===== config.mk =====
export PLATFORM = sky130hd
export DESIGN_NAME = fetch_sequencer
export DESIGN_NICKNAME = d
export VERILOG_FILES = /design/src/rtl/fetch_sequencer.sv
export SDC_FILE = /design/constraint.sdc
export NUM_CORES = 1
export LEC_CHECK = 0
export CAP_MARGIN = 10
export CORE_UTILIZATION = 48
export DETAILED_ROUTE_END_ITERATION = 6
export GPL_ROUTABILITY_DRIVEN = 0
export PLACE_DENSITY = 0.86
export SYNTH_ARGS = -nofsm -noshare
export SYNTH_HDL_FRONTEND = slang
export SYNTH_SLANG_ARGS = --single-unit

===== constraint.sdc =====
create_clock -name clk -period 6.15 [get_ports clk]
set_input_delay 0.9225 -clock clk [delete_from_list [all_inputs] [get_ports clk]]
set_output_delay 0.9225 -clock clk [all_outputs]
set_load 0.005 [all_outputs]

===== src/rtl/fetch_sequencer.sv =====
// Instruction-fetch controller: owns the PC, sequences a synchronous active-low-enabled ROM
// and hands fetched words to decode over valid/ready. Optional macro: FETCH_ALIGN_CHECK_EN.
module fetch_sequencer #(
    parameter logic [31:0] RESET_PC = 32'h00400000
) (
    input  logic        clk,
    input  logic        rst_n,
    output logic        mem_rd_n,
    output logic [31:0] mem_addr,
    input  logic [31:0] mem_data,
    input  logic        redirect,
    input  logic [31:0] redirect_pc,
    input  logic        halt,
    input  logic        ins_ready,
    output logic        ins_valid,
    output logic [31:0] ins_data,
    output logic [31:0] ins_pc,
    output logic        busy,
    output logic        align_err
);

    typedef enum logic [2:0] {
        S_IDLE,
        S_REQ,
        S_RESP,
        S_HOLD,
        S_HALT
    } state_t;

    state_t      state_q, state_d;
    logic [31:0] pc_q, pc_d;
    logic        ins_valid_q, ins_valid_d;
    logic [31:0] ins_data_q, ins_data_d;
    logic [31:0] ins_pc_q, ins_pc_d;

    logic        redirect_taken;
    logic [31:0] redirect_target;
    state_t      resume_state;

    // Redirects are not honoured in IDLE: the PC is still settling out of reset there.
    assign redirect_taken = redirect && (state_q != S_IDLE);
    assign resume_state   = halt ? S_HALT : S_REQ;

`ifdef FETCH_ALIGN_CHECK_EN
    localparam logic [31:0] EXC_VECTOR = 32'h80000180;

    logic redirect_misaligned;
    logic align_err_q, align_err_d;

    assign redirect_misaligned = |redirect_pc[1:0];
    assign redirect_target     = redirect_misaligned ? EXC_VECTOR : redirect_pc;
    assign align_err_d         = redirect_taken && redirect_misaligned;

    always_ff @(posedge clk or negedge rst_n) begin
        if (!rst_n) begin
            align_err_q <= 1'b0;
        end else begin
            align_err_q <= align_err_d;
        end
    end

    assign align_err = align_err_q;
`else
    logic unused_redirect_lsbs;

    // Without the check a misaligned target is silently word-aligned.
    assign redirect_target      = {redirect_pc[31:2], 2'b00};
    assign unused_redirect_lsbs = ^redirect_pc[1:0];
    assign align_err            = 1'b0;
`endif

    always_comb begin
        state_d     = state_q;
        pc_d        = pc_q;
        ins_valid_d = ins_valid_q;
        ins_data_d  = ins_data_q;
        ins_pc_d    = ins_pc_q;

        unique case (state_q)
            S_IDLE: begin
                state_d = resume_state;
            end
            S_REQ: begin
                state_d = S_RESP;
            end
            S_RESP: begin
                // mem_data is only valid in this cycle, so it is captured unconditionally here.
                ins_data_d  = mem_data;
                ins_pc_d    = pc_q;
                ins_valid_d = 1'b1;
                pc_d        = pc_q + 32'd4;
                state_d     = S_HOLD;
            end
            S_HOLD: begin
                if (ins_valid_q && ins_ready) begin
                    ins_valid_d = 1'b0;
                    state_d     = resume_state;
                end
            end
            S_HALT: begin
                if (!halt) begin
                    state_d = S_REQ;
                end
            end
            default: begin
                state_d = S_IDLE;
            end
        endcase

        // A redirect overrides everything above; a HOLD handshake in the same cycle
        // has already consumed the word, so dropping ins_valid loses nothing.
        if (redirect_taken) begin
            pc_d        = redirect_target;
            ins_valid_d = 1'b0;
            ins_data_d  = ins_data_q;
            ins_pc_d    = ins_pc_q;
            state_d     = resume_state;
        end
    end

    always_ff @(posedge clk or negedge rst_n) begin
        if (!rst_n) begin
            state_q     <= S_IDLE;
            pc_q        <= RESET_PC;
            ins_valid_q <= 1'b0;
            ins_data_q  <= 32'd0;
            ins_pc_q    <= 32'd0;
        end else begin
            state_q     <= state_d;
            pc_q        <= pc_d;
            ins_valid_q <= ins_valid_d;
            ins_data_q  <= ins_data_d;
            ins_pc_q    <= ins_pc_d;
        end
    end

    assign mem_rd_n  = (state_q != S_REQ);
    assign mem_addr  = pc_q;
    assign busy      = (state_q == S_REQ) || (state_q == S_RESP);
    assign ins_valid = ins_valid_q;
    assign ins_data  = ins_data_q;
    assign ins_pc    = ins_pc_q;

endmodule


==> impl_metrics.json, run 1 <==
{
  "syn_area_um2": 4500,
  "ys_warn_count": 0,
  "drt_first_pass_iters": 5,
  "synth_flop_cell": "dfrtp_1",
  "seq_power_share_pct": 41.8,
  "yosysSeqAreaShare_pct": 53.4,
  "ir_worst_vdd_uv": 226,
  "vias_per_cell": 5.61,
  "fin_crit_sh_pct": 51.8,
  "required_ns": 5.23,
  "drc_errors": 0,
  "internal_power_w": 0.00195,
  "area_delta_synth_final_pct": 41.6,
  "synth.distinct_cells": 51,
  "row_count": 34,
  "hold_path_class": "register to register",
  "final-hold-violation-count": 0,
  "worst_slew_pin_slew_ns": 1.11,
  "grt_pass1_wl_mm": 21.4,
  "grt_pass1_vias": 4328,
  "swShare_pct": 34.3,
  "final_common_cell": "nand2_1",
  "fin_cells": 779,
  "design.core.area_um2": 8890,
  "synthArstFlopShare_pct": 100,
  "ctsResizeCount": 0,
  "fmax_ghz": 0.314,
  "ys_seq_elements": 96,
  "outcome": "complete, no violations",
  "cts_max_level": 3,
  "die_area_um2": 9770,
  "ant_nets": 0,
  "comb_power_share_pct": 41.7,
  "gr-total-overflow": 0,
  "insertion_delay_ns": 0.36,
  "finalSetupViolCount": 0,
  "powerDensity_nw_per_um2": 466,
  "ctsHoldBuffers": 0,
  "synthCells": 523,
  "max-cap-violations": 0,
  "max_slew_margin_pct": 25.3,
  "power.leakage_nw": 2.87,
  "postCtsSetupRepairBufs": 0,
  "track_usage_pct": 27.6,
  "drtIter0Drc": 306,
  "nets": 736,
  "syn_area_per_cell_um2": 8.61,
  "fillers": 691,
  "rsz0062_at_grt": "no",
  "crit_type": "register to primary output",
  "setup_tns_ns": 0,
  "synth_edf_count": 0,
  "p_sw_w": 0.00102,
  "die_h_um": 98.8,
  "grt_start_max_net_pins": 93,
  "cts_buffers": 9,
  "critPathSlowestCell": "nor3b_1",
  "layout_common_cells": "nand2_1 (195), clkdlybuf4s50_1 (160), dfrtp_1 (95)",
  "port_buffers": 161,
  "cp_data_arrival_time_ns": 2.26,
  "drive_gt1_share_pct": 5.37,
  "dp_cells": 763,
  "dpl.hpwl_mm": 8.85,
  "cp-start-kind": "register",
  "pin_count": 169,
  "vias": 4373,
  "antenna_cells": 0,
  "period_needed_ns": 3.19,
  "cts_tree": "built",
  "cp-end-kind": "primary output",
  "crit_path_max_fanout": 11,
  "finalClockSkew_ns": 0.0135,
  "die_width_um": 98.8,
  "routed_wl_mm": 12.9,
  "cts_sinks": 96,
  "clockRootBuffer": "clkbuf_8",
  "wl_per_cell_um": 16.6,
  "initial_core_util_pct": 50.6,
  "ctsLongestPathBuffers": 2,
  "cpPeakStageDelay_ns": 0.64,
  "worstPathCellList": "nor3b_1, a21oi_1, inv_1, clkdlybuf4s50_1",
  "clk_pin_slew_ns": 0.10,
  "drv_slew": 0,
  "antenna_found_initial": 0,
  "clockPowerShare_pct": 16.5
}
## layer usage
layer  part of all wire, %  track usage, %  vias to the layer above
li1                      -               -                     2067
met1                    40            36.0                     2083
met2                    50            44.8                      193
met3                   8.0            7.23                       30
met4                   2.3            9.64                        0
met5                     0               0                        -
## final timing paths
check / from / endpoint / slack (ns) / cells past startpoint
min: ins_data[5] / ins_data[5] / 0.48 / 2
min reg2reg: ins_data[5] / ins_data[5] / 0.48 / 2
max: state_q[1] / busy / 2.96 / 4
max in group asynchronous: rst_n / mem_addr[13] / 4.52 / 2
min in group asynchronous: rst_n / state_q[0] / 0.53 / 1
max reg2reg: state_q[0] / mem_addr[27] / 3.60 / 4
## flip-flops by register name, indices dropped and copies added (netlist names)
signal and flops:
ins_data 32, ins_pc 30, mem_addr 30, state_q 3, ins_valid 1
## Yosys cell counts (2+ instances only)
master	n	area share (%)
nand2_1	195	16
a221o_1	6	1.3
a21oi_1	21	2.3
or4_1	6	1.0
dfrtp_1	95	53
and2_1	3	0.42
nor3_1	4	0.44
a31o_2	5	0.97
clkbuf_1	27	2.3
inv_1	5	0.42
and3_2	3	0.50
buf_4	5	0.83
a31oi_1	4	0.56
nor4b_1	2	0.39
nor4_1	8	1.1
nor3b_1	2	0.33
or3_1	6	0.83
and3_1	11	1.5
nand3b_1	2	0.33
o211ai_1	7	1.2
nand3_1	18	2.0
nand4_1	13	1.8
o21ai_0	15	1.7
o31ai_1	2	0.33
buf_6	2	0.50
nor2_1	31	2.6
## metrics by stage
| step | utilization, % | area, µm² | power, W | worst slack [ns] | hold slack, ns |
|---|---|---|---|---|---|
| 2_1_floorplan | - | 4520 | 0.00166 | 3.75 | 0.470 |
| 3_3_place_gp | 69.0 | 6140 | 0.00243 | 2.93 | 0.457 |
| 3_5_place_dp | 69.0 | 6140 | 0.00249 | 2.86 | 0.463 |
| 4_1_cts | 71.7 | 6370 | 0.00299 | 2.95 | 0.484 |
| 5_1_grt | 71.7 | 6370 | 0.00318 | 2.78 | 0.503 |
| 6_report | 71.7 | 6370 | 0.00297 | 2.96 | 0.478 |
## final cells by class
type	count	area, µm²	share of cell area (%)
clock buffer	10	128	2.00
clock inverter	6	108	1.69
inverter	5	18.8	0.294
multi-input combinational	391	1960	30.7
sequential	96	2400	37.7
tap	108	135	2.12
timing repair buffer	163	1620	25.5
## critical path, delay by kind of cell, from the launching register on
kind,cells,cell delay [ns]
buffers and inverters,2,0.58
AOI/OAI and AO/OA,1,0.12
and+or+nand+nor,1,0.64
DFF,1,0.57
## power by group through the flow
stage	Combinational, W	Clock, W	Sequential [W]
2_1_floorplan	0.000464	0	0.00120
3_3_place_gp	0.00121	0	0.00122
3_5_place_dp	0.00125	0	0.00124
4_1_cts	0.00125	0.000495	0.00124
5_1_grt	0.00136	0.000529	0.00129
6_report	0.00124	0.000491	0.00124
## cell families (layout without fill, tap and decap cells)
kind of cell	after synthesis	in the layout	share of synthesized area (%)
DFF	96	96	53.4
AOI/OAI and AO/OA	71	71	10.5
muxes	1	1	0.222
other	1	5	0.0833
buffers and inverters	40	184	4.11
adders and majority gates	1	1	0.278
and+or+nand+nor	311	311	31.0
xor gates and xnor gates	2	2	0.389
Power figures use the tool's default switching activity.
==> run 2, diff against run 1 <==
--- a/config.mk
+++ b/config.mk
@@ -6,10 +6,10 @@
 export NUM_CORES = 1
 export LEC_CHECK = 0
 export CAP_MARGIN = 10
-export CORE_UTILIZATION = 48
+export CORE_UTILIZATION = 44
 export DETAILED_ROUTE_END_ITERATION = 6
 export GPL_ROUTABILITY_DRIVEN = 0
-export PLACE_DENSITY = 0.86
+export PLACE_DENSITY = 0.8
 export SYNTH_ARGS = -nofsm -noshare
 export SYNTH_HDL_FRONTEND = slang
 export SYNTH_SLANG_ARGS = --single-unit
==> constraint.sdc (replaced) <==
create_clock -name clk -period 3.2 [get_ports clk]
set_input_delay 0.48 -clock clk [delete_from_list [all_inputs] [get_ports clk]]
set_output_delay 0.48 -clock clk [all_outputs]
set_load 0.005 [all_outputs]
==> run 2 against run 1 <==
- non-clock buffer count increased by 9
- sequential share of layout area decreased by 0.57 points
- largest power group is now combinational logic
- highest routed layer unchanged
- global-route usage fell by 2.8 points
==> impl_metrics.json, run 2 (synthesized netlist as in run 1, its figures left out) <==
{
  "wl_per_cell_um": 15.7,
  "crit_path_max_fanout": 13,
  "worstPathCellList": "nor3b_1, a21oi_1, inv_1, clkdlybuf4s50_1",
  "pre_cts_slack_ns": 0.616,
  "ctsHoldBuffers": 0,
  "area_delta_synth_final_pct": 43.8,
  "grt_pass1_wl_mm": 20.0,
  "antenna_found_initial": 0,
  "comb_power_share_pct": 42.5,
  "finalClockSkew_ns": 0.0110,
  "drv_slew": 0,
  "crit_type": "register to primary output",
  "worst_slew_pin_slew_ns": 0.946,
  "rrSetupSlack_ns": 0.82,
  "dp_cells": 797,
  "cts_max_level": 3,
  "power_w": 0.00567,
  "gr-total-overflow": 0,
  "grt_start_max_net_pins": 74,
  "fin_crit_sh_pct": 75.2,
  "insertion_delay_ns": 0.37,
  "cpPeakStageDelay_ns": 0.56,
  "design.core.area_um2": 9860,
  "vias": 4371,
  "cts_sinks": 96,
  "rr_worst_depth": 5,
  "ir_worst_vdd_uv": 352,
  "cp-end-kind": "primary output",
  "initial_core_util_pct": 45.6,
  "die_h_um": 103,
  "period_needed_ns": 2.41,
  "die_area_um2": 10600,
  "fillers": 806,
  "vias_per_cell": 5.38,
  "ctsResizeCount": 0,
  "path_delay_family": "buffers and inverters",
  "routed_wl_mm": 12.8,
  "antenna_cells": 0,
  "die_width_um": 103,
  "dpl.hpwl_mm": 9.08,
  "finalSetupViolCount": 0,
  "r2r_start": "mem_addr[2]",
  "clockPowerShare_pct": 15.6,
  "ant_nets": 0,
  "final_util_pct": 65.6,
  "startpoint": "state_q[0]",
  "ctsLongestPathBuffers": 2,
  "grt_pass1_vias": 4147,
  "max_slew_margin_pct": 36.3,
  "hold_path_class": "primary input to async pin",
  "layout_common_cells": "nand2_1 (195), clkdlybuf4s50_1 (160), dfrtp_1 (95)",
  "seq_power_share_pct": 42.0,
  "nets": 745,
  "port_buffers": 161,
  "p_sw_w": 0.00195,
  "setup_tns_ns": 0,
  "crit_cells": 4,
  "powerDensity_nw_per_um2": 877,
  "outcome": "complete, no violations",
  "final_common_cell": "nand2_1",
  "regArea_um2": 2400,
  "drtIter0Drc": 242,
  "largest_reg_flops": 32,
  "cp-endpoint": "busy",
  "fin_cells": 813,
  "swShare_pct": 34.4,
  "postCtsSetupRepairBufs": 0,
  "drive_gt1_share_pct": 6.62,
  "rsz0062_at_grt": "no",
  "clk_pin_slew_ns": 0.09,
  "r2r-end": "mem_addr[22]",
  "drc_errors": 0,
  "cp_data_arrival_time_ns": 1.93,
  "max-cap-violations": 0,
  "critPathSlowestCell": "dfrtp_1",
  "cp-start-kind": "register",
  "multi_input_comb_area_um2": 1960,
  "row_count": 36,
  "internal_power_w": 0.00372,
  "fmax_ghz": 0.416,
  "drt_first_pass_iters": 5,
  "clockRootBuffer": "clkbuf_8",
  "track_usage_pct": 24.8,
  "worst_slack_ns": 0.794,
  "cts_buffers": 9,
  "pin_count": 169,
  "final-hold-violation-count": 0,
  "path_buf_inv": 2,
  "cts_tree": "built",
  "power.leakage_nw": 2.90,
  "required_ns": 2.72
}
==> run 2: layout make-up <==
cell class / instances / area share (%)
repair buffers: 172 / 26.3
multi-input cells: 391 / 30.2
inverters: 5 / 0.290
clock buffers: 11 / 2.18
flip-flops and latches: 96 / 37.1
clock inverters: 5 / 1.24
well taps: 133 / 2.57
==> run 2: worst min-delay path by stage <==
stage	startpoint	endpoint	slack [ns]
floorplan	rst_n	ins_data[0]	0.18
global placement	ins_pc[15]	ins_pc[15]	0.46
detailed placement	ins_data[6]	ins_data[6]	0.46
CTS	rst_n	mem_addr[28]	0.28
global route	rst_n	ins_pc[12]	0.34
finish	rst_n	ins_pc[13]	0.25
==> run 2: through the flow <==
stage	hold WS (ns)	area, µm²
after CTS	0.285	6470
after global routing	0.337	6470
final	0.251	6470
after global placement	0.457	6250
after detailed placement	0.461	6250
after floorplan	0.184	4520
==> run 2: worst reg2reg max path, cell delays in order, from the launching register on <==
cell and delay [ns]:
dfrtp_1 0.46, ha_1 0.22, nand3_1 0.28, or4_1 0.71, or4_1 0.52, o211ai_1 0.11
==> run 2: power by group through the flow <==
stage / combinational, W / sequential, W / clock (W)
6_report: 0.00241 / 0.00238 / 0.000883
5_1_grt: 0.00267 / 0.00247 / 0.000936
4_1_cts: 0.00243 / 0.00238 / 0.000904
3_5_place_dp: 0.00242 / 0.00240 / 0
3_3_place_gp: 0.00235 / 0.00236 / 0
2_1_floorplan: 0.000893 / 0.00230 / 0
==> run 2: routing by layer <==
metal / part of all wire (%) / global-route usage (%) / wire length (µm) / vias to the layer above
li1: - / - / - / 2090
met1: 42 / 32.7 / 5390 / 2071
met2: 48 / 39.6 / 6110 / 187
met3: 7.5 / 4.61 / 951 / 23
met4: 2.4 / 11.7 / 301 / 0
met5: 0 / 0 / 0 / -
